[config.mk]
export PLATFORM = sky130hd
export DESIGN_NAME = store_buffer
export DESIGN_NICKNAME = d
export VERILOG_FILES = /design/src/rtl/store_buffer.sv
export SDC_FILE = /design/constraint.sdc
export NUM_CORES = 1
export LEC_CHECK = 0
export BUFFER_PORTS_ARGS = -buffer_cell sky130_fd_sc_hd__buf_2
export CAP_MARGIN = 5
export CORE_MARGIN = 2
export CORE_UTILIZATION = 35
export CTS_CLUSTER_DIAMETER = 50
export DETAILED_ROUTE_END_ITERATION = 8
export HOLD_SLACK_MARGIN = 0.1
export PLACE_DENSITY = 0.55
export SKIP_LAST_GASP = 1
export SYNTH_ARGS = -nofsm -noshare
export SYNTH_HDL_FRONTEND = slang
export SYNTH_SLANG_ARGS = --single-unit
export TNS_END_PERCENT = 1
[constraint.sdc]
create_clock -name clk -period 3.2 [get_ports clk]
set_input_delay 0.64 -clock clk [delete_from_list [all_inputs] [get_ports clk]]
set_output_delay 0.64 -clock clk [all_outputs]
set_load 0.005 [all_outputs]
[src/rtl/store_buffer.sv]
// store_buffer: in-order store FIFO that owns the single data_memory port.
// Loads take the port in their accept cycle and forward from the youngest
// buffered store to the same address. Stores drain one per cycle when the
// port is free.
//
// state     | meaning
// ----------+--------------------------------------------
// S_EMPTY   | count == 0, nothing to drain
// S_PARTIAL | 0 < count < DEPTH, accepting and draining
// S_FULL    | count == DEPTH, req_ready low until a pop
module store_buffer #(
    parameter int DATA_W = 16,
    parameter int ADDR_W = 16,
    parameter int DEPTH  = 4
) (
    input  logic              clk,
    input  logic              reset,
    input  logic              req_valid,
    output logic              req_ready,
    input  logic              req_write,
    input  logic [ADDR_W-1:0] req_addr,
    input  logic [DATA_W-1:0] req_wdata,
    input  logic              drain_hold,
    output logic              rsp_valid,
    output logic [DATA_W-1:0] rsp_data,
    output logic              empty,
    output logic [ADDR_W-1:0] mem_addr,
    output logic [DATA_W-1:0] mem_write_data,
    output logic              mem_memwrite,
    output logic              mem_memread,
    input  logic [DATA_W-1:0] mem_read_data
);

    localparam int PTR_W = $clog2(DEPTH);
    localparam int CNT_W = PTR_W + 1;
    localparam logic [CNT_W-1:0] DEPTH_C = CNT_W'(DEPTH);

    typedef enum logic [1:0] {
        S_EMPTY,
        S_PARTIAL,
        S_FULL
    } state_t;

    state_t            state, state_next;
    logic [PTR_W-1:0]  head, tail;
    logic [CNT_W-1:0]  count, count_next;
    logic [ADDR_W-1:0] addr_q [DEPTH];
    logic [DATA_W-1:0] data_q [DEPTH];

    logic              load_acc, store_acc, drain;
    logic              fwd_hit;
    logic [DATA_W-1:0] fwd_data;
    logic [PTR_W-1:0]  fwd_idx;

    assign req_ready = (state != S_FULL);
    assign empty     = (state == S_EMPTY);

    // Handshake decode; a load accept owns the port, so it blocks the drain.
    always_comb begin
        load_acc  = req_valid & req_ready & ~req_write;
        store_acc = req_valid & req_ready & req_write;
        drain     = ~load_acc & (state != S_EMPTY) & ~drain_hold;
    end

    // Memory port mux; forced idle while reset is asserted.
    always_comb begin
        mem_addr       = '0;
        mem_write_data = '0;
        mem_memwrite   = 1'b0;
        mem_memread    = 1'b0;
        if (!reset) begin
            if (load_acc) begin
                mem_memread = 1'b1;
                mem_addr    = req_addr;
            end else if (drain) begin
                mem_memwrite   = 1'b1;
                mem_addr       = addr_q[head];
                mem_write_data = data_q[head];
            end
        end
    end

    // Forwarding search from oldest to youngest so the youngest match wins.
    always_comb begin
        fwd_hit  = 1'b0;
        fwd_data = '0;
        fwd_idx  = '0;
        for (int i = 0; i < DEPTH; i++) begin
            fwd_idx = head + PTR_W'(i);
            if ((CNT_W'(i) < count) && (addr_q[fwd_idx] == req_addr)) begin
                fwd_hit  = 1'b1;
                fwd_data = data_q[fwd_idx];
            end
        end
    end

    // Occupancy and next-state: +1 on push, -1 on pop, unchanged on both.
    always_comb begin
        count_next = count;
        case ({store_acc, drain})
            2'b10:   count_next = count + CNT_W'(1);
            2'b01:   count_next = count - CNT_W'(1);
            default: count_next = count;
        endcase
        if (count_next == '0)
            state_next = S_EMPTY;
        else if (count_next == DEPTH_C)
            state_next = S_FULL;
        else
            state_next = S_PARTIAL;
    end

    // State, pointers and load response registers.
    always_ff @(posedge clk or posedge reset) begin
        if (reset) begin
            state     <= S_EMPTY;
            count     <= '0;
            head      <= '0;
            tail      <= '0;
            rsp_valid <= 1'b0;
            rsp_data  <= '0;
        end else begin
            state     <= state_next;
            count     <= count_next;
            rsp_valid <= load_acc;
            if (drain)
                head <= head + PTR_W'(1);
            if (store_acc)
                tail <= tail + PTR_W'(1);
            if (load_acc)
                rsp_data <= fwd_hit ? fwd_data : mem_read_data;
        end
    end

    // FIFO storage; contents are meaningful only below count, so no reset.
    always_ff @(posedge clk) begin
        if (store_acc) begin
            addr_q[tail] <= req_addr;
            data_q[tail] <= req_wdata;
        end
    end

endmodule

Yosys cells after proc, flatten, opt, wreduce, memory -nomap -nowiden
Memory sizes are Yosys's and may differ from the RTL's. Cells that the tools add are included.

Memories: 2. Word-level logic and storage cells: 66. Latch bits: 0. Memory bits (read-only): 0. Bits in writable memories: 128. Register bits after elaboration: 26. Output and inout bits: 53. Input bits: 53.

Shift-type cells: 0. Reductions and logical operators: 7. Multiply operators: 0. $add $sub $neg: 6. $lt $le $gt $ge: 4. Equality and inequality tests: 8. Bitwise logic cells: 8. Mux-type cells: 25. Divide/modulo/power cells: 0.

Memory list: addr_q (depth 4, width 16, read ports 4, clocked after Yosys merged registers in 0, write ports 1, RTL line 47) `logic [ADDR_W-1:0] addr_q [DEPTH];`; data_q (depth 4, width 16, read ports 4, clocked after Yosys merged registers in 0, write ports 1, RTL line 48) `logic [DATA_W-1:0] data_q [DEPTH];`.

Operators by type and width (number): $mux 16 (11); $eq 16x16->1 (4); $mux 1 (11); $lt 1x3->1 const A (2); $lt 2x3->1 const A (2); $pmux 3 s2 (1); $and 1x1->1 (5); $add 2x1->2 const B (2); $add 2x2->2 const B (2); $logic_and 1x1->1 (4); $mux 2 (2); $add 3x1->3 const B (1); $eq 3x3->1 const B (1); $logic_not 3->1 (1); $not 1->1 (3); $sub 3x1->3 const B (1); $eq 2x1->1 const B (1); $eq 2x2->1 const B (1); $logic_not 2->1 (1); $ne 2x2->1 const B (1); $reduce_bool 2->1 (1).

Logic depth before layout (Yosys ltp)
Word-level depth: 11. Depth in mapped cells: 13.

Least setup slack after synthesis
OpenSTA, ideal clock, no wires.

Path kind: input to output. From: input req_valid. To: output mem_addr[15]. Path buffers: 2. Arrival: 2667 ps. Path slack: -107 ps. Data required time: 2560 ps. Stages: 9. Cell sequence: nand2_1 or2_2 clkbuf_1 clkinv_1 nor3_1 nand2_1 inv_1 buf_1 a32o_1.

Word-level cells in the longest chain between the ends: 8.

Ends and longest elaborated chain: start: declaration (RTL line 18) `input logic req_valid,`; $and 1x1->1 * (2 in a row) (RTL line 60) `load_acc = req_valid & req_ready & ~req_write;`; $not 1->1 (RTL line 62) `drain = ~load_acc & (state != S_EMPTY) & ~drain_hold;`; $and 1x1->1 (2 in a row) (RTL line 62); $mux 16 (RTL line 75) `end else if (drain) begin`; $mux 16 * (RTL line 72) `if (load_acc) begin`; $mux 16 * (RTL line 71) `if (!reset) begin`; end: declaration (RTL line 27) `output logic [ADDR_W-1:0] mem_addr,`.

Every way passes the cells marked *; elsewhere a longest branch is shown, timed or not.

Worst setup path in the final report
From: register head[1]. To: output mem_write_data[1].

Word-level cells in the longest chain between the ends: 4.

Ends and longest elaborated chain: start: declaration (RTL line 45) `logic [PTR_W-1:0] head, tail;`; start signal: assignment (RTL line 127) `head <= head + PTR_W'(1);`; $mem_v2 4x16; $mux 16 (RTL line 75); $mux 16 (RTL line 72); $mux 16 (RTL line 71); end: declaration (RTL line 28) `output logic [DATA_W-1:0] mem_write_data,`.

Every way passes these cells.

==> run metrics <==
Final period util=0.969; Peak supply drop=0.419 mV; CP required=2.56 ns; drt first pass iters=5; endpoint type of the worst setup path=output port; Final #Nets=1014; Avg Synthesized Cell Area=11.8 um^2; cells after synthesis=823; pre-CTS setup slack=-0.106 ns; Mapped Area=0.00973 mm^2; IO Pins=106; IO Port Bufs=105; worst hold-check path type=in -> async; min Tclk post-route=3.10 ns; Sw Ratio=0.381; Least-Margin Pin Slew=0.630 ns; Total GRT Usage=0.183; fmax=0.323 GHz; GR Util met3=0.0268; vias in the first global route=6849; CP max FO=28; Synth Net Count=884; status=completed; # clock sinks=154; drt total wl=26.6 mm; Die ar.=0.0291 mm^2; number of distinct library cells after synthesis=58; placed insts=1307; # rows=61; Synthesis Warnings=0; Post-synth EDFFs=128; vias per inst=5.37; clock root buffer=clkbuf_16; hold buffer count at CTS=0; final setup vio count=0; Synth Flop Type=edfxtp_1; layout cells sized above 1=0.332; clock slew at the register clock pins of the worst setup and hold paths=0.07 ns; Max Root-Sink Buffers=2; Antenna Cells=0; Sequential Power Share=0.289; post-route ant nets=0; Clk network pwr share=0.213; top post-synthesis cells by area=edfxtp_1 40%, mux4_2 8.8%, mux2i_1 7.7%; max-slew violations=0; #FFs+latches synth=154; Post-synth ARST share=0.169; setup ws final=0.100 ns; Logic pwr share=0.498; CP Launch Type=register; GP Congestion=0.875; first-pass GRT wire length=40.1 mm; RSZ-0062 raised after global routing=true; leakage=0.00435 uW; CTS Buf Count=17; met2 global-route usage=0.297; GRT met1 Usage=0.258; fill count=2586; grt ovf=0; Worst-Skew Late Latency=0.43 ns; routed vias=7219; largest net degree at the start of global routing=74; Max-Cap Viols=0; Die H=171 um; P_int=5750 uW; most common cell in the synthesized netlist=edfxtp_1; drt wl/cell=19.8 um; most instantiated cells after synthesis=128 x edfxtp_1, 75 x mux2i_1, 61 x a21oi_1; Seq/Total Area, Yosys=0.462; Worst EP arrival=2.46 ns; die extent in x=171 um; Area Overhead vs Synth=20.4%; Sw Pwr=3550 uW; PwrDens=795 mW/mm^2; Hold Fails Final Rpt=0; post-synth top area share=0.395; dominant cell type by area after synthesis=edfxtp_1; final std cells w/o fill=1344; GRT Max-Usage Layer=met2; HPWL Detailed=18.8 mm; relative slew slack=0.578; CTS tree=yes; initial antenna violation count=0; Core Area=0.0276 mm^2; kind of critical path=reg -> out; DR DRC count=0; H-tree levels=4; initial DRC count=482; worst hold slack=0.371 ns; Initial Util=0.353; clk_skew=0.0143 ns
-- placed cells by master, fill, tap and decap left out, drive strengths merged, types with 3 or more instances in the layout --
cell type  instances
a211oi             7
a21oi             69
a22o              12
a22oi              3
a2bb2oi            3
and2               4
buf              184
clkbuf            17
clkinv             7
clkinvlp           3
dfrtp             26
edfxtp           128
ha                 8
inv               17
mux2              37
mux2i             75
mux4              38
nand2             48
nand3              4
nand4             12
nor2              56
nor2b              3
nor3               4
o211ai            20
o21ai             44
o221ai            19
o22ai             16
or3               15
xnor2             47
xor2              13
-- kinds of logic (layout without fill, tap and decap cells) --
family          after synthesis  after routing  share of synthesized area
compound gates              209            209                      0.146
xor+xnor                     60             60                     0.0540
fa+ha+maj                     8              8                     0.0103
buf+inv                      86            229                     0.0446
flops                       154            154                      0.462
mux                         150            150                      0.208
simple gates                156            156                     0.0747
-- flip-flops by register name, indices dropped and copies added (netlist names) --
name	count
data_q	64
count	3
state	2
tail	2
head	2
rsp_valid	1
rsp_data	16
addr_q	64
-- stage by stage --
step | util | cell area [um^2] | TNS [ns] | total power (uW)
after floorplan | - | 9730 | 0 | 6000
after global placement | 0.401 | 11000 | -0.0834 | 7230
after detailed placement | 0.401 | 11000 | -0.977 | 7250
after CTS | 0.422 | 11600 | -0.282 | 9260
after global routing | 0.425 | 11700 | -0.0278 | 9870
final | 0.425 | 11700 | 0 | 9300
-- cell type report --
class | instances | area, um^2 | area share
clock buffer | 17 | 425 | 0.0363
timing repair buffer | 184 | 1270 | 0.108
clock inverter | 15 | 140 | 0.0120
tap | 378 | 473 | 0.0404
sequential | 154 | 4500 | 0.385
multi-input combinational | 583 | 4850 | 0.414
inverter | 13 | 48.8 | 0.00417
-- power by group through the flow --
stage	registers [uW]	logic, uW	clock network (uW)
2_1_floorplan	2640	3370	0
3_3_place_gp	2740	4490	0
3_5_place_dp	2740	4510	0
4_1_cts	2700	4540	2010
5_1_grt	2730	5060	2090
6_report	2690	4630	1980
-- worst paths after layout --
path	from	to	slack, ns	cells past startpoint
worst min-delay path	reset	rsp_data[6]	0.37	3
max in group asynchronous	reset	head[0]	2.50	3
worst max-delay path	head[1]	mem_write_data[1]	0.10	6
min in group clk	req_wdata[15]	data_q[0][15]	0.43	1
worst min register to register	rsp_data[9]	rsp_data[9]	0.58	2
worst max register to register	head[1]	rsp_data[11]	0.13	10
-- metal layers --
layer  up-vias  routed length [um]
met5         -                   0
met4         0                 297
met3        18                 978
met2       174               12900
met1      3591               12500
li1       3436                   -
-- repair_timing --
action                                  CTS  global route
buffers inserted                          0             5
resized for setup                         3            13
endpoints found under the setup margin   22            47
pin swaps                                 0             2
-- critical path: stages, from the launching register on --
cell	delay [ns]
dfrtp_4	0.50
buf_12	0.19
buf_4	0.38
mux2_2	0.40
o21ai_0	0.27
nor2_1	0.14
buf_2	0.15
No activity file was read; power rests on OpenSTA's default activity.
